File: src/rtl/spi_slave_if.sv
// rtl/spi_slave_if.sv - SPI responder with oversampled inputs, modes 0-3, 8/16/24/32-bit words
module spi_slave_if #(
    parameter int SYNC_STAGES = 2
) (
    input  logic        GCLK,
    input  logic        RST,
    input  logic [1:0]  spi_mode_i,
    input  logic [1:0]  word_len_i,
    input  logic [31:0] tx_data_i,
    output logic        tx_load_o,
    output logic [31:0] rx_data_o,
    output logic        rx_valid_o,
    output logic        frame_err_o,
    output logic        busy_o,
    input  logic        SCLK_i,
    input  logic        CS_i,
    input  logic        MOSI_i,
    output logic        MISO_o
);

    localparam logic [1:0] ST_ARM_WAIT = 2'd0;
    localparam logic [1:0] ST_IDLE     = 2'd1;
    localparam logic [1:0] ST_ACTIVE   = 2'd2;

    logic [SYNC_STAGES-1:0] sclk_sync_q, cs_sync_q, mosi_sync_q;
    logic                   sclk_hist_q, cs_hist_q;

    logic [1:0]  state_q, state_d;
    logic [1:0]  mode_q, mode_d;
    logic [1:0]  len_q, len_d;
    logic [31:0] tx_sh_q, tx_sh_d;
    logic [31:0] rx_sh_q, rx_sh_d;
    logic [5:0]  bit_cnt_q, bit_cnt_d;
    logic        first_q, first_d;
    logic [31:0] rx_data_q, rx_data_d;
    logic        rx_valid_q, rx_valid_d;
    logic        tx_load_q, tx_load_d;
    logic        frame_err_q, frame_err_d;

    logic        sclk_s, cs_s, mosi_s;
    logic        sclk_rise, sclk_fall, cs_rise, cs_fall;
    logic        lead_edge, trail_edge, sample_edge, drive_edge;
    logic [5:0]  nbits, cnt_inc;
    logic [4:0]  msb_idx;
    logic [31:0] word_mask;

    assign sclk_s    = sclk_sync_q[SYNC_STAGES-1];
    assign cs_s      = cs_sync_q[SYNC_STAGES-1];
    assign mosi_s    = mosi_sync_q[SYNC_STAGES-1];
    assign sclk_rise = sclk_s & ~sclk_hist_q;
    assign sclk_fall = ~sclk_s & sclk_hist_q;
    assign cs_rise   = cs_s & ~cs_hist_q;
    assign cs_fall   = ~cs_s & cs_hist_q;

    // Edge roles follow the mode latched at CS fall: CPOL picks lead, CPHA picks sample
    assign lead_edge   = mode_q[1] ? sclk_fall : sclk_rise;
    assign trail_edge  = mode_q[1] ? sclk_rise : sclk_fall;
    assign sample_edge = mode_q[0] ? trail_edge : lead_edge;
    assign drive_edge  = mode_q[0] ? lead_edge : trail_edge;

    assign nbits     = 6'd8 + {1'b0, len_q, 3'b000};
    assign cnt_inc   = bit_cnt_q + 6'd1;
    assign msb_idx   = 5'(nbits - 6'd1);
    assign word_mask = 32'hFFFF_FFFF >> (6'd32 - nbits);

    assign tx_load_o   = tx_load_q;
    assign rx_data_o   = rx_data_q;
    assign rx_valid_o  = rx_valid_q;
    assign frame_err_o = frame_err_q;
    assign busy_o      = (state_q == ST_ACTIVE);
    assign MISO_o      = (state_q == ST_ACTIVE) & tx_sh_q[msb_idx];

    // Input synchronisers plus one history stage for edge detection
    always_ff @(posedge GCLK) begin
        if (!RST) begin
            sclk_sync_q <= '0;
            cs_sync_q   <= '0;
            mosi_sync_q <= '0;
            sclk_hist_q <= 1'b0;
            cs_hist_q   <= 1'b0;
        end else begin
            sclk_sync_q <= {sclk_sync_q[SYNC_STAGES-2:0], SCLK_i};
            cs_sync_q   <= {cs_sync_q[SYNC_STAGES-2:0], CS_i};
            mosi_sync_q <= {mosi_sync_q[SYNC_STAGES-2:0], MOSI_i};
            sclk_hist_q <= sclk_s;
            cs_hist_q   <= cs_s;
        end
    end

    // Frame state machine, shifters and one-cycle status pulses
    always_comb begin
        state_d     = state_q;
        mode_d      = mode_q;
        len_d       = len_q;
        tx_sh_d     = tx_sh_q;
        rx_sh_d     = rx_sh_q;
        bit_cnt_d   = bit_cnt_q;
        first_d     = first_q;
        rx_data_d   = rx_data_q;
        rx_valid_d  = 1'b0;
        tx_load_d   = 1'b0;
        frame_err_d = 1'b0;
        case (state_q)
            ST_ARM_WAIT: begin
                if (cs_s) state_d = ST_IDLE;
            end
            ST_IDLE: begin
                if (cs_fall) begin
                    mode_d    = spi_mode_i;
                    len_d     = word_len_i;
                    tx_sh_d   = tx_data_i;
                    tx_load_d = 1'b1;
                    bit_cnt_d = 6'd0;
                    // With CPHA=0 the MSB is already on the line, so the first drive
                    // edge must advance; only CPHA=1 skips its opening drive edge.
                    first_d   = spi_mode_i[0];
                    state_d   = ST_ACTIVE;
                end
            end
            ST_ACTIVE: begin
                if (cs_rise) begin
                    // CS rise wins over a coincident sample edge
                    if (bit_cnt_q != 6'd0) frame_err_d = 1'b1;
                    bit_cnt_d = 6'd0;
                    state_d   = ST_IDLE;
                end else if (sample_edge) begin
                    rx_sh_d = (rx_sh_q << 1) | {31'd0, mosi_s};
                    if (cnt_inc == nbits) begin
                        rx_data_d  = rx_sh_d & word_mask;
                        rx_valid_d = 1'b1;
                        bit_cnt_d  = 6'd0;
                        tx_sh_d    = tx_data_i;
                        tx_load_d  = 1'b1;
                        first_d    = 1'b1;
                    end else begin
                        bit_cnt_d = cnt_inc;
                    end
                end else if (drive_edge) begin
                    if (first_q) first_d = 1'b0;
                    else         tx_sh_d = tx_sh_q << 1;
                end
            end
            default: state_d = ST_ARM_WAIT;
        endcase
    end

    // State registers
    always_ff @(posedge GCLK) begin
        if (!RST) begin
            state_q     <= ST_ARM_WAIT;
            mode_q      <= 2'd0;
            len_q       <= 2'd0;
            tx_sh_q     <= 32'd0;
            rx_sh_q     <= 32'd0;
            bit_cnt_q   <= 6'd0;
            first_q     <= 1'b0;
            rx_data_q   <= 32'd0;
            rx_valid_q  <= 1'b0;
            tx_load_q   <= 1'b0;
            frame_err_q <= 1'b0;
        end else begin
            state_q     <= state_d;
            mode_q      <= mode_d;
            len_q       <= len_d;
            tx_sh_q     <= tx_sh_d;
            rx_sh_q     <= rx_sh_d;
            bit_cnt_q   <= bit_cnt_d;
            first_q     <= first_d;
            rx_data_q   <= rx_data_d;
            rx_valid_q  <= rx_valid_d;
            tx_load_q   <= tx_load_d;
            frame_err_q <= frame_err_d;
        end
    end

endmodule

File: config.mk
export PLATFORM = sky130hd
export DESIGN_NAME = spi_slave_if
export DESIGN_NICKNAME = d
export VERILOG_FILES = /design/src/rtl/spi_slave_if.sv
export SDC_FILE = /design/constraint.sdc
export NUM_CORES = 1
export LEC_CHECK = 0
export BUFFER_PORTS_ARGS = -buffer_cell sky130_fd_sc_hd__buf_4
export CAP_MARGIN = 5
export CORE_ASPECT_RATIO = 0.7
export CORE_MARGIN = 2
export CORE_UTILIZATION = 62
export DETAILED_ROUTE_END_ITERATION = 8
export PLACE_DENSITY = 0.9
export SYNTH_ARGS = -nofsm -noshare
export SYNTH_HDL_FRONTEND = slang
export SYNTH_SLANG_ARGS = --single-unit
File: constraint.sdc
create_clock -name GCLK -period 5 [get_ports GCLK]
set_input_delay 0.5 -clock GCLK [delete_from_list [all_inputs] [get_ports GCLK]]
set_output_delay 0.5 -clock GCLK [all_outputs]
set_load 0.03 [all_outputs]
Yosys cells after proc, flatten, opt, wreduce, memory -nomap -nowiden
Index checks and enable logic that the tools add are counted.
W data, S select, Z words.

word-level totals
  flip-flop bits (word level) = 119
  word-level logic and storage cells = 91
  bits of input ports = 41

operators by class
  reductions and logical operators = 12
  $lt $le $gt $ge = 1
  $add $sub $neg = 4
  mux-type cells = 34
  equality and inequality tests = 11
  bitwise operators = 12
  shifts and indexed selects = 1

operators with widths
  kind                     count
  $mux W32                 6
  $pmux W32 S2             1
  $and A32 B32 Y32         1
  $or A32 B1 Y32           1
  $shr A32 B6 Y32 const A  1
  $mux W6                  4
  $mux W1                  15
  $pmux W6 S2              1
  $reduce_and A3 Y1        4
  $add A4 B5 Y6 const A    1
  $add A6 B1 Y6 const B    1
  $eq A6 B6 Y1             1
  $lt A5 B6 Y1 const B     1
  $mux W2                  3
  $ne A2 B2 Y1 const B     3
  $ne A3 B1 Y1 const B     2
  $ne A3 B2 Y1 const B     2
  $pmux W2 S3              1
  $reduce_and A6 Y1        1
  $reduce_bool A6 Y1       1
  $sub A6 B6 Y6 const A    1
  $and A1 B1 Y1            5
  $bmux W1 S5              1
  $not A1 Y1               5
  10 further kinds         12

Logic depth before layout (Yosys ltp)
Gate-level depths: netlist of run 1.

  word-level depth = 8
  mapped depth = 9

Worst setup path after synthesis of run 1
No wires, ideal clock.

  path type = reg2out
  start = register state_q[0]
  end = output port MISO_o
  setup slack = 2676 ps
  buffers on the path = 3
  arrival time = 1824 ps
  stages on the path, launching flop included = 7
  path through = dfxtp_1 -> inv_1 -> ha_1 -> clkbuf_1 -> clkbuf_1 -> clkbuf_1 -> and2_1

on the way
  longest elaborated chain between the ends = 2

RTL lines
  element                 line  text
  from (decl)             28    logic [1:0] state_q, state_d;
  from (signal assigned)  162   state_q <= state_d;
  $eq A2 B2 Y1            -
  net busy_o              14    output logic busy_o,
  $and A1 B1 Y1           71    assign MISO_o = (state_q == ST_ACTIVE) & tx_sh_q[msb_idx];
  to (decl)               18    output logic MISO_o

The timed path passes the listed nets, and every way through them passes these cells.

Final worst setup path of run 1
  start = register mode_q[1]
  end = register rx_data_q[8] (netlist: rx_data_o[8])

on the way
  longest elaborated chain between the ends = 3
  elaborated cells between the ends (all ways) = 4

RTL lines
  element                                 line    text
  from (decl)                             29      logic [1:0] mode_q, mode_d;
  from (signal assigned)                  163     mode_q <= mode_d;
  $mux W1, on equally long branches       56, 57
  $mux W1 (*)                             58      assign sample_edge = mode_q[0] ? trail_edge : lead_edge;
  $reduce_and A4 Y1 (no source line) (*)  -
  to (signal assigned)                    169     rx_data_q <= rx_data_d;
  to (decl)                               35      logic [31:0] rx_data_q, rx_data_d;

Every way passes the cells marked *; elsewhere a longest branch is shown, timed or not.
A chain may end at the register's enable or synchronous reset.

==> qor.csv, run 1 <==
stage;metric;value;unit
run;max-cap violations;0;
clocking;CTS Sinks;119;
clocking;Max Buffers Root-to-Sink;2;
place;port bufs;77;
pwr;Net Sw Power;0.532;mW
pwr;Net Sw Frac;21.9;%
floorplanning;FP Rows;28;
worst_setup_path;Critical Path Start;mode_q[1]$_SDFFE_PN0P_;
worst_setup_path;WP data required;5.32;ns
clocking;Num CTS Buffers;17;
worst_setup_path;startpoint types;register;
finish;share of cells above drive strength 1;17.2;%
synth;Mapped Nets;691;
place;Placement Setup Slack;2.12;ns
synth;Post-synth EDFFs;0;
worst_setup_path;Critical Path End;rx_data_o[8]$_SDFFE_PN0P_;
finish;fill count;584;
sta;Max Clk Rate;338;MHz
clocking;CTS tree;done;
synth;most common cell in the netlist;dfxtp_1;
global_route;final global-route overflow total;0;
floorplanning;Die Wd;117;um
clocking;Setup Buffers After CTS;0;
sta;RSZ-0062 raised after global routing;no;
sta;Final Cycle Share;59.2;%
worst_setup_path;CP Max Fanout;70;
detailed_routing;post-route ant nets;0;
finish;Syn-to-layout area delta;20.2;%
worst_setup_path;Crit Path Class;register to register;
clocking;Skew-Pair Late Insertion Delay;0.41;ns
synth;#FFs+latches synth;119;
worst_setup_path;crit-path cells;xnor2_1, mux2i_4, buf_4, nand2b_2, o21ai_0, a21boi_0;
pwr;Leak;2.78;nW
floorplanning;full die area;0.00975;mm^2
synth;synth unique cells;40;
finish;Final Core Density;77.9;%
pwr;PwrDens;364;mW/mm^2
sta;final setup margin;2.04;ns
floorplanning;DIE HEIGHT;83.2;um
pwr;internal power;1.90;mW
worst_setup_path;Crit path arrival time;3.28;ns
worst_setup_path;Worst setup EP type;register;
floorplanning;Ports;78;
pwr;Total Power;2.43;mW
pwr;clock network power share;50.5;%
sta;max-slew violation count;0;
floorplanning;core area;0.00858;mm^2
synth;mean area per synthesized cell;8.66;um^2
detailed_routing;Avg Vias per Cell;5.78;
detailed_routing;via count;4735;
worst_setup_path;reg2reg setup slack;2.04;ns
worst_setup_path;Slowest-stage cell, CP;nand2b_2;
pwr;VDD IR max;0.000212;V
finish;number of diodes;0;
sta;endpoints failing hold;0;
place;placed instance area;0.00608;mm^2
place;Detailed Place HPWL;7.56;mm
sta;Setup Total Neg Slack;0;ns
global_route;initial antenna violation count;0;
min_path;worst min path class;input pin to register;
sta;Slew HR;23.9;%
run_status;status;completed;
worst_setup_path;R2R Path End;rx_data_o[8]$_SDFFE_PN0P_;
pwr;combinational power share;8.0;%
clocking;cts-stage hold buffer count;0;
global_route;global-route wire length before repair;21.0;mm
synth;Main synth FF type;dfxtp_1;
detailed_routing;routed wire length;12.6;mm
synth;Cell Area, Synth;0.00556;mm^2
global_route;GRT Overall Usage;26.7;%
floorplanning;initial core utilization;64.8;%
global_route;largest net degree at the start of global routing;115;
clocking;post-cts gate resize count;0;
sta;Setup-failing EPs final;0;
sta;fin crit period;2.96;ns
detailed_routing;routed len/inst;15.3;um
clocking;Worst-path clk slew;0.05;ns
pwr;share of power burned in registers;41.5;%
synth;largest cells by area after synthesis;dfxtp_1 43%, a21boi_0 13%, nand2_1 7.3%;
synth;post-synth top area share;42.9;%
sta;clk_skew;0.00689;ns
synth;Synth Instances;642;
synth;yosys warns;0;
worst_setup_path;Worst R2R Path Depth;6;
clocking;CTS root buf;clkbuf_16;
synth;register area share after synthesis;42.9;%
detailed_routing;First-pass DRT Iterations;5;
detailed_routing;DR DRC count;0;
worst_setup_path;worst stage delay on the critical path;0.97;ns
synth;Post-synth ARST share;0;%
synth;synth cell count leaders;119 x dfxtp_1, 108 x nand2_1, 95 x a21boi_0, 67 x o21ai_0, 40 x clkbuf_1;
detailed_routing;drt initial violations;372;
synth;area leader, netlist;dfxtp_1;
finish;fin area;0.00668;mm^2
sta;Slew @ Worst Pin;1.14;ns
worst_setup_path;R2R Path Start;mode_q[1]$_SDFFE_PN0P_;
place;GP Congestion;0.856;
finish;# nets final;735;
clocking;H-Tree Depth;4;
global_route;vias in the first global route;4480;
[layer usage]
metal | GRT usage, % | wire, um
met1 | 34.3 | 5510
met2 | 43.4 | 6100
met3 | 7.15 | 723
met4 | 9.09 | 222
met5 | 0 | 0
[flip-flops by register name, summed over array words and instances, names as in the netlist]
signal       cells
sclk_sync_q      2
tx_sh_q         32
rx_valid_o       1
cs_sync_q        2
len_q            2
cs_hist_q        1
mode_q           2
tx_load_o        1
mosi_sync_q      2
rx_data_o       32
rx_sh_q         31
first_q          1
sclk_hist_q      1
frame_err_o      1
bit_cnt_q        6
state_q          2
[worst max-delay path: cells and delay by family (launching register included)]
| kind | cells | cell delay (ns) |
|---|---|---|
| compound gates | 2 | 0.49 |
| xor+xnor | 1 | 0.29 |
| buf+inv | 1 | 0.49 |
| flops | 1 | 0.31 |
| mux | 1 | 0.27 |
| simple gates | 1 | 0.97 |
[cells in the final DEF (no fill, tap or decap), types with 4 or more instances in the layout]
cell type	count
nand2_1	108
nor2b_1	5
clkinv_2	5
nand3_1	18
and3_1	35
inv_1	7
dfxtp_1	119
xnor2_1	4
xor2_1	4
a21oi_1	4
mux2i_1	34
buf_4	84
and2_1	12
o21ai_0	67
a21boi_1	6
a21boi_0	95
clkbuf_16	17
nand4b_1	9
nand4_1	16
ha_1	7
nor2_1	6
[cells by family (layout without fill, tap and decap cells)]
logic type	after synthesis	after routing	synth area share [%]
adder cells (fa/ha/maj)	8	8	1.80
AO/OA/AOI/OAI	185	185	22.0
multiplexers	36	36	6.71
buffers and inverters	66	123	5.65
XOR/XNOR	8	8	1.26
flip-flops	119	119	42.9
AND/OR/NAND/NOR	220	220	19.7
[how the worst min path moves through the flow]
stage | start | endpoint | slack, ns | cells after the start
2_1_floorplan | cs_sync_q[0]$_SDFF_PN0_ | cs_sync_q[1]$_SDFF_PN0_ | 0.41 | 1
3_3_place_gp | mosi_sync_q[0]$_SDFF_PN0_ | mosi_sync_q[1]$_SDFF_PN0_ | 0.42 | 1
3_5_place_dp | sclk_sync_q[0]$_SDFF_PN0_ | sclk_sync_q[1]$_SDFF_PN0_ | 0.43 | 1
4_1_cts | MOSI_i | mosi_sync_q[0]$_SDFF_PN0_ | 0.30 | 2
5_1_grt | SCLK_i | sclk_sync_q[0]$_SDFF_PN0_ | 0.31 | 2
6_report | SCLK_i | sclk_sync_q[0]$_SDFF_PN0_ | 0.30 | 2
[through the flow]
step	hold slack, ns	cells
finish	0.304	819
floorplan	0.412	642
global route	0.309	819
detailed placement	0.426	787
CTS	0.299	819
global placement	0.422	787
[final cells by class]
| type | instances | area [um^2] | area share (%) |
|---|---|---|---|
| multi-input cells | 457 | 2890 | 43.3 |
| flip-flops and latches | 119 | 2380 | 35.6 |
| repair buffers | 84 | 631 | 9.44 |
| clock buffers | 23 | 478 | 7.15 |
| well taps | 120 | 150 | 2.25 |
| clock inverters | 9 | 123 | 1.83 |
| inverters | 7 | 26.3 | 0.393 |
[power groups by stage]
stage,registers [mW],clock network (mW),logic [mW]
after global routing,1.01,1.29,0.213
after detailed placement,1.03,0,0.193
final,1.01,1.23,0.194
after CTS,1.01,1.24,0.194
after floorplan,1.02,0,0.156
after global placement,1.03,0,0.185
Note: power is estimated with default switching activity, not from simulation.
==> inputs of run 2 (changes only) <==
- CORE_UTILIZATION: 62 -> 57
- PLACE_DENSITY: 0.9 -> 0.84
- clock period: 5 -> 3 ns (I/O delays scaled with it)
==> run 2 against run 1 <==
  * Total power increased by 82%
  * Largest cell class unchanged
  * First-iteration DRC count increased by 5.9%
  * Final cell count increased by 1.3%
  * Setup slack worse by 1.6 ns
  * Fmax grew 14%
  * Sequential share of layout area fell by 0.83 points
  * Combinational power rose by 71%
  * Clock skew is 0.0054 ns higher
  * Global-route usage fell by 1.6 points
  * Critical path type unchanged
==> qor.csv, run 2 (synthesis results as in run 1) <==
stage;metric;value;unit
pwr;Leak;2.85;nW
floorplanning;initial core utilization;58.1;%
finish;# nets final;738;
detailed_routing;Avg Vias per Cell;5.70;
sta;Max Clk Rate;385;MHz
worst_setup_path;Worst setup EP type;register;
sta;clk_skew;0.0123;ns
pwr;VDD IR max;0.000494;V
worst_setup_path;Critical Path Start;len_q[0]$_SDFFE_PN0P_;
clocking;post-cts gate resize count;0;
sta;Setup Total Neg Slack;0;ns
clocking;Max Buffers Root-to-Sink;2;
worst_setup_path;reg2reg setup slack;0.40;ns
finish;multi-input combinational cell area;0.00289;mm^2
worst_setup_path;R2R Path Start;len_q[0]$_SDFFE_PN0P_;
clocking;Setup Buffers After CTS;0;
global_route;GRT Overall Usage;25.2;%
detailed_routing;via count;4727;
clocking;Num CTS Buffers;17;
sta;fin crit period;2.60;ns
global_route;largest net degree at the start of global routing;70;
worst_setup_path;Worst R2R Path Depth;7;
finish;number of diodes;0;
sta;Slew HR;53.8;%
global_route;vias in the first global route;4507;
floorplanning;full die area;0.0106;mm^2
sta;endpoints failing hold;0;
worst_setup_path;startpoint types;register;
finish;fin area;0.00684;mm^2
floorplanning;Ports;78;
global_route;final global-route overflow total;0;
sta;Slew @ Worst Pin;0.690;ns
run_status;status;completed;
finish;share of cells above drive strength 1;17.9;%
sta;Final Cycle Share;86.7;%
run;max-cap violations;0;
finish;fill count;681;
finish;register area;0.00238;mm^2
place;placed cells;798;
sta;Setup-failing EPs final;0;
detailed_routing;routed wire length;12.8;mm
worst_setup_path;Crit Path Class;register to register;
worst_setup_path;Crit path arrival time;2.95;ns
floorplanning;DIE HEIGHT;86.6;um
worst_setup_path;WP data required;3.35;ns
worst_setup_path;Critical Path End;tx_sh_q[27]$_SDFFE_PN0P_;
place;placed instance area;0.00614;mm^2
clocking;Worst-path clk slew;0.06;ns
sta;final hold slack;0.0937;ns
clocking;CTS Sinks;119;
clocking;Skew-Pair Late Insertion Delay;0.42;ns
place;Detailed Place HPWL;7.72;mm
detailed_routing;drt initial violations;394;
finish;most common cell after layout, fill and taps aside;dfxtp_1;
clocking;CTS root buf;clkbuf_16;
sta;RSZ-0062 raised after global routing;no;
floorplanning;Die Wd;122;um
detailed_routing;First-pass DRT Iterations;7;
worst_setup_path;R2R Path End;tx_sh_q[27]$_SDFFE_PN0P_;
clocking;cts-stage hold buffer count;0;
clocking;CTS tree;done;
place;port bufs;77;
global_route;initial antenna violation count;0;
pwr;PwrDens;648;mW/mm^2
global_route;global-route wire length before repair;21.1;mm
detailed_routing;routed len/inst;15.4;um
finish;Syn-to-layout area delta;23.1;%
clocking;H-Tree Depth;4;
sta;max-slew violation count;0;
place;GP Congestion;0.815;
min_path;worst min path class;input pin to register;
detailed_routing;DR DRC count;0;
finish;most frequent cells in the layout;119 x dfxtp_1, 108 x nand2_1, 95 x a21boi_0, 85 x buf_4, 67 x o21ai_0;
floorplanning;core area;0.00957;mm^2
detailed_routing;post-route ant nets;0;
floorplanning;FP Rows;30;
worst_setup_path;CP Max Fanout;24;
finish;final std cells w/o fill;830;
run 2: changes by cell type in the layout (fill, tap and decap cells not counted):
cell / before / now
clkinvlp_4: 1 / 2
clkbuf_1: 3 / 0
bufinv_16: 3 / 7
buf_12: 0 / 2
clkbuf_8: 3 / 2
clkinv_2: 5 / 3
clkinv_4: 0 / 1
buf_4: 84 / 85
run 2: final cells by class:
class	count	share of cell area (%)
Multi-Input combinational cell	457	42.3
Sequential cell	119	34.8
Timing Repair Buffer	87	9.91
Clock buffer	19	6.62
Clock inverter	13	3.64
Tap cell	128	2.34
Inverter	7	0.384
run 2: worst min path at each step:
stage | end | start | cells after the start | slack (ns)
after global placement | mosi_sync_q[1]$_SDFF_PN0_ | mosi_sync_q[0]$_SDFF_PN0_ | 1 | 0.42
final | cs_sync_q[0]$_SDFF_PN0_ | CS_i | 2 | 0.09
after detailed placement | sclk_sync_q[1]$_SDFF_PN0_ | sclk_sync_q[0]$_SDFF_PN0_ | 1 | 0.44
after CTS | cs_sync_q[0]$_SDFF_PN0_ | CS_i | 2 | 0.09
after floorplan | cs_sync_q[1]$_SDFF_PN0_ | cs_sync_q[0]$_SDFF_PN0_ | 1 | 0.41
after global routing | mosi_sync_q[0]$_SDFF_PN0_ | MOSI_i | 2 | 0.09
run 2: critical path, stage by stage, from the launching register on:
cell,delay (ns)
dfxtp_1,0.45
ha_1,0.44
xor2_1,0.16
and4_1,0.26
o2111a_1,0.29
o211ai_4,0.44
buf_12,0.27
mux2i_1,0.22
run 2: per-layer routing:
layer / share of wire [%] / GRT usage, % / vias to the layer above / wire, um
li1: - / - / 2340 / -
met3: 4.6 / 5.39 / 24 / 582
met5: 0 / 0 / - / 0
met4: 1.9 / 11.7 / 0 / 248
met1: 47 / 33.2 / 2256 / 5970
met2: 47 / 39.8 / 107 / 5960
run 2: through the flow:
stage | setup slack, ns | total power, mW | utilization [%]
global placement | 0.601 | 2.03 | 64.1
CTS | 0.426 | 4.43 | 71.5
finish | 0.400 | 4.43 | 71.5
detailed placement | 0.479 | 2.04 | 64.1
global route | 0.296 | 4.55 | 71.5
floorplan | 0.876 | 1.96 | -
run 2: power breakdown:
part | leakage [nW] | internal [mW] | switching (mW)
clock | 0.339 | 1.68 | 0.735
combinational | 1.54 | 0.164 | 0.168
sequential | 0.962 | 1.65 | 0.0356
==> inputs of run 3 (changes only) <==
- CAP_MARGIN: 5 -> 20
- clock period: 3 -> 2.9 ns (I/O delays scaled with it)
==> run 3 against run 2 <==
  * Core utilization fell by 0.16 points
  * Sequential power up 4%
  * Setup slack lost 0.094 ns
  * Register-to-register slack lost 0.09 ns
  * Largest power group unchanged
  * Sequential share of layout area up 0.077 points
  * Via count increased by 0.13%
  * Flip-flop and latch count unchanged
  * Largest cell class unchanged
==> qor.csv, run 3 (synthesis results as in run 1) <==
stage;metric;value;unit
sta;clk_skew;0.00761;ns
worst_setup_path;critical path's top delay family;compound AO/OA/AOI/OAI gates;
clocking;cts-stage hold buffer count;0;
place;placed cells;798;
sta;Setup Total Neg Slack;0;ns
min_path;min-delay src;CS_i;
clocking;H-Tree Depth;4;
clocking;CTS tree;done;
clocking;Num CTS Buffers;17;
global_route;GRT Overall Usage;24.4;%
floorplanning;FP Rows;30;
run;max-cap violations;0;
clocking;CTS root buf;clkbuf_16;
pwr;combinational power share;7.8;%
detailed_routing;routed len/inst;15.2;um
clocking;Skew-Pair Late Insertion Delay;0.41;ns
global_route;initial antenna violation count;0;
worst_setup_path;startpoint types;register;
finish;share of cells above drive strength 1;17.9;%
finish;most frequent cells in the layout;119 x dfxtp_1, 108 x nand2_1, 95 x a21boi_0, 85 x buf_4, 67 x o21ai_0;
sta;Slew HR;51.4;%
worst_setup_path;WP data required;3.21;ns
finish;number of diodes;0;
detailed_routing;via count;4733;
floorplanning;initial core utilization;58.1;%
floorplanning;full die area;0.0106;mm^2
detailed_routing;routed wire length;12.6;mm
worst_setup_path;crit-path cells;ha_1, xor2_1, and4_1, o2111ai_2, buf_4, o21ai_0, a21boi_0;
min_path;worst hold endpoint;cs_sync_q[0]$_SDFF_PN0_;
clocking;Setup Buffers After CTS;0;
worst_setup_path;Slowest-stage cell, CP;o2111ai_2;
sta;Slew @ Worst Pin;0.727;ns
place;GP Congestion;0.866;
sta;Final Cycle Share;89.5;%
floorplanning;Die Wd;122;um
global_route;final global-route overflow total;0;
worst_setup_path;crit path buf inv count;1;
floorplanning;DIE HEIGHT;86.6;um
detailed_routing;post-route ant nets;0;
pwr;Leak;2.83;nW
finish;# nets final;738;
pwr;VDD IR max;0.000534;V
pwr;share of power burned in registers;38.6;%
pwr;Net Sw Power;0.979;mW
worst_setup_path;R2R Path End;rx_data_o[22]$_SDFFE_PN0P_;
clocking;Max Buffers Root-to-Sink;2;
detailed_routing;First-pass DRT Iterations;4;
sta;endpoints failing hold;0;
finish;final std cells w/o fill;830;
worst_setup_path;Worst setup EP type;register;
run_status;status;completed;
min_path;Hold Path Depth;2;
sta;Max Clk Rate;385;MHz
worst_setup_path;Crit path arrival time;2.90;ns
worst_setup_path;Worst R2R Path Depth;7;
sta;RSZ-0062 raised after global routing;no;
worst_setup_path;worst stage delay on the critical path;0.50;ns
worst_setup_path;Crit Path Class;register to register;
clocking;post-cts gate resize count;0;
pwr;Net Sw Frac;21.8;%
floorplanning;core area;0.00957;mm^2
worst_setup_path;CP Max Fanout;26;
sta;fin crit period;2.59;ns
worst_setup_path;R2R Path Start;len_q[0]$_SDFFE_PN0P_;
sta;Setup-failing EPs final;0;
detailed_routing;DR DRC count;0;
finish;most common cell after layout, fill and taps aside;dfxtp_1;
detailed_routing;drt initial violations;317;
pwr;clock network power share;53.6;%
pwr;Total Power;4.50;mW
min_path;worst min path class;input pin to register;
global_route;largest net degree at the start of global routing;77;
worst_setup_path;CP Depth;7;
pwr;internal power;3.52;mW
place;port bufs;77;
place;Detailed Place HPWL;7.50;mm
clocking;CTS Sinks;119;
floorplanning;Ports;78;
pwr;PwrDens;659;mW/mm^2
global_route;vias in the first global route;4351;
worst_setup_path;reg2reg setup slack;0.31;ns
finish;Syn-to-layout area delta;22.8;%
detailed_routing;Avg Vias per Cell;5.70;
clocking;Worst-path clk slew;0.06;ns
sta;max-slew violation count;0;
global_route;global-route wire length before repair;20.6;mm
==> run 3: cell count changes in the layout (fill, tap and decap cells not counted) <==
cell       before  now
clkinv_4        1    5
clkbuf_8        2    1
clkinv_2        3    0
bufinv_16       7    6
inv_6           0    1
==> run 3: worst reg2reg max path, delay by kind of cell (launching register included) <==
family	cells	cell delay, ns
xor+xnor	1	0.14
buf+inv	1	0.37
fa+ha+maj	1	0.42
flops	1	0.45
simple gates	1	0.26
compound gates	3	0.86
==> run 3: layer usage <==
layer  routed length (um)  track usage, %
met5                    0               0
met4                  230            9.40
met3                  532            6.12
met2                 6080            40.0
met1                 5750            31.3
==> run 3: cell type report <==
class | instances | area (um^2)
clock inverter | 14 | 248
timing repair buffer | 87 | 678
inverter | 7 | 26.3
clock buffer | 18 | 439
tap | 128 | 160
multi-input combinational | 457 | 2890
sequential | 119 | 2380
fill | 688 | 2750
==> run 3: how the worst max path moves through the flow <==
stage                                       endpoint                    start
final                     rx_data_o[22]$_SDFFE_PN0P_    len_q[0]$_SDFFE_PN0P_
after global placement    rx_data_o[24]$_SDFFE_PN0P_    len_q[0]$_SDFFE_PN0P_
after detailed placement  rx_data_o[25]$_SDFFE_PN0P_    len_q[0]$_SDFFE_PN0P_
after floorplan                               MISO_o  state_q[0]$_SDFFE_PN0P_
after global routing      rx_data_o[22]$_SDFFE_PN0P_    len_q[0]$_SDFFE_PN0P_
after CTS                 rx_data_o[22]$_SDFFE_PN0P_    len_q[0]$_SDFFE_PN0P_
==> run 3: through the flow <==
| stage | cell area (um^2) | hold WS (ns) | utilization, % | setup slack, ns |
|---|---|---|---|---|
| global placement | 6140 | 0.424 | 64.1 | 0.592 |
| floorplan | 5560 | 0.412 | - | 0.786 |
| detailed placement | 6140 | 0.428 | 64.1 | 0.365 |
| CTS | 6830 | 0.0905 | 71.3 | 0.355 |
| finish | 6830 | 0.104 | 71.3 | 0.306 |
| global route | 6830 | 0.0932 | 71.3 | 0.111 |
==> run 3: power by group through the flow <==
stage	combinational (mW)	clock (mW)	sequential [mW]
floorplan	0.268	0	1.76
global route	0.378	2.52	1.74
global placement	0.332	0	1.77
CTS	0.350	2.44	1.74
finish	0.350	2.41	1.74
detailed placement	0.344	0	1.77
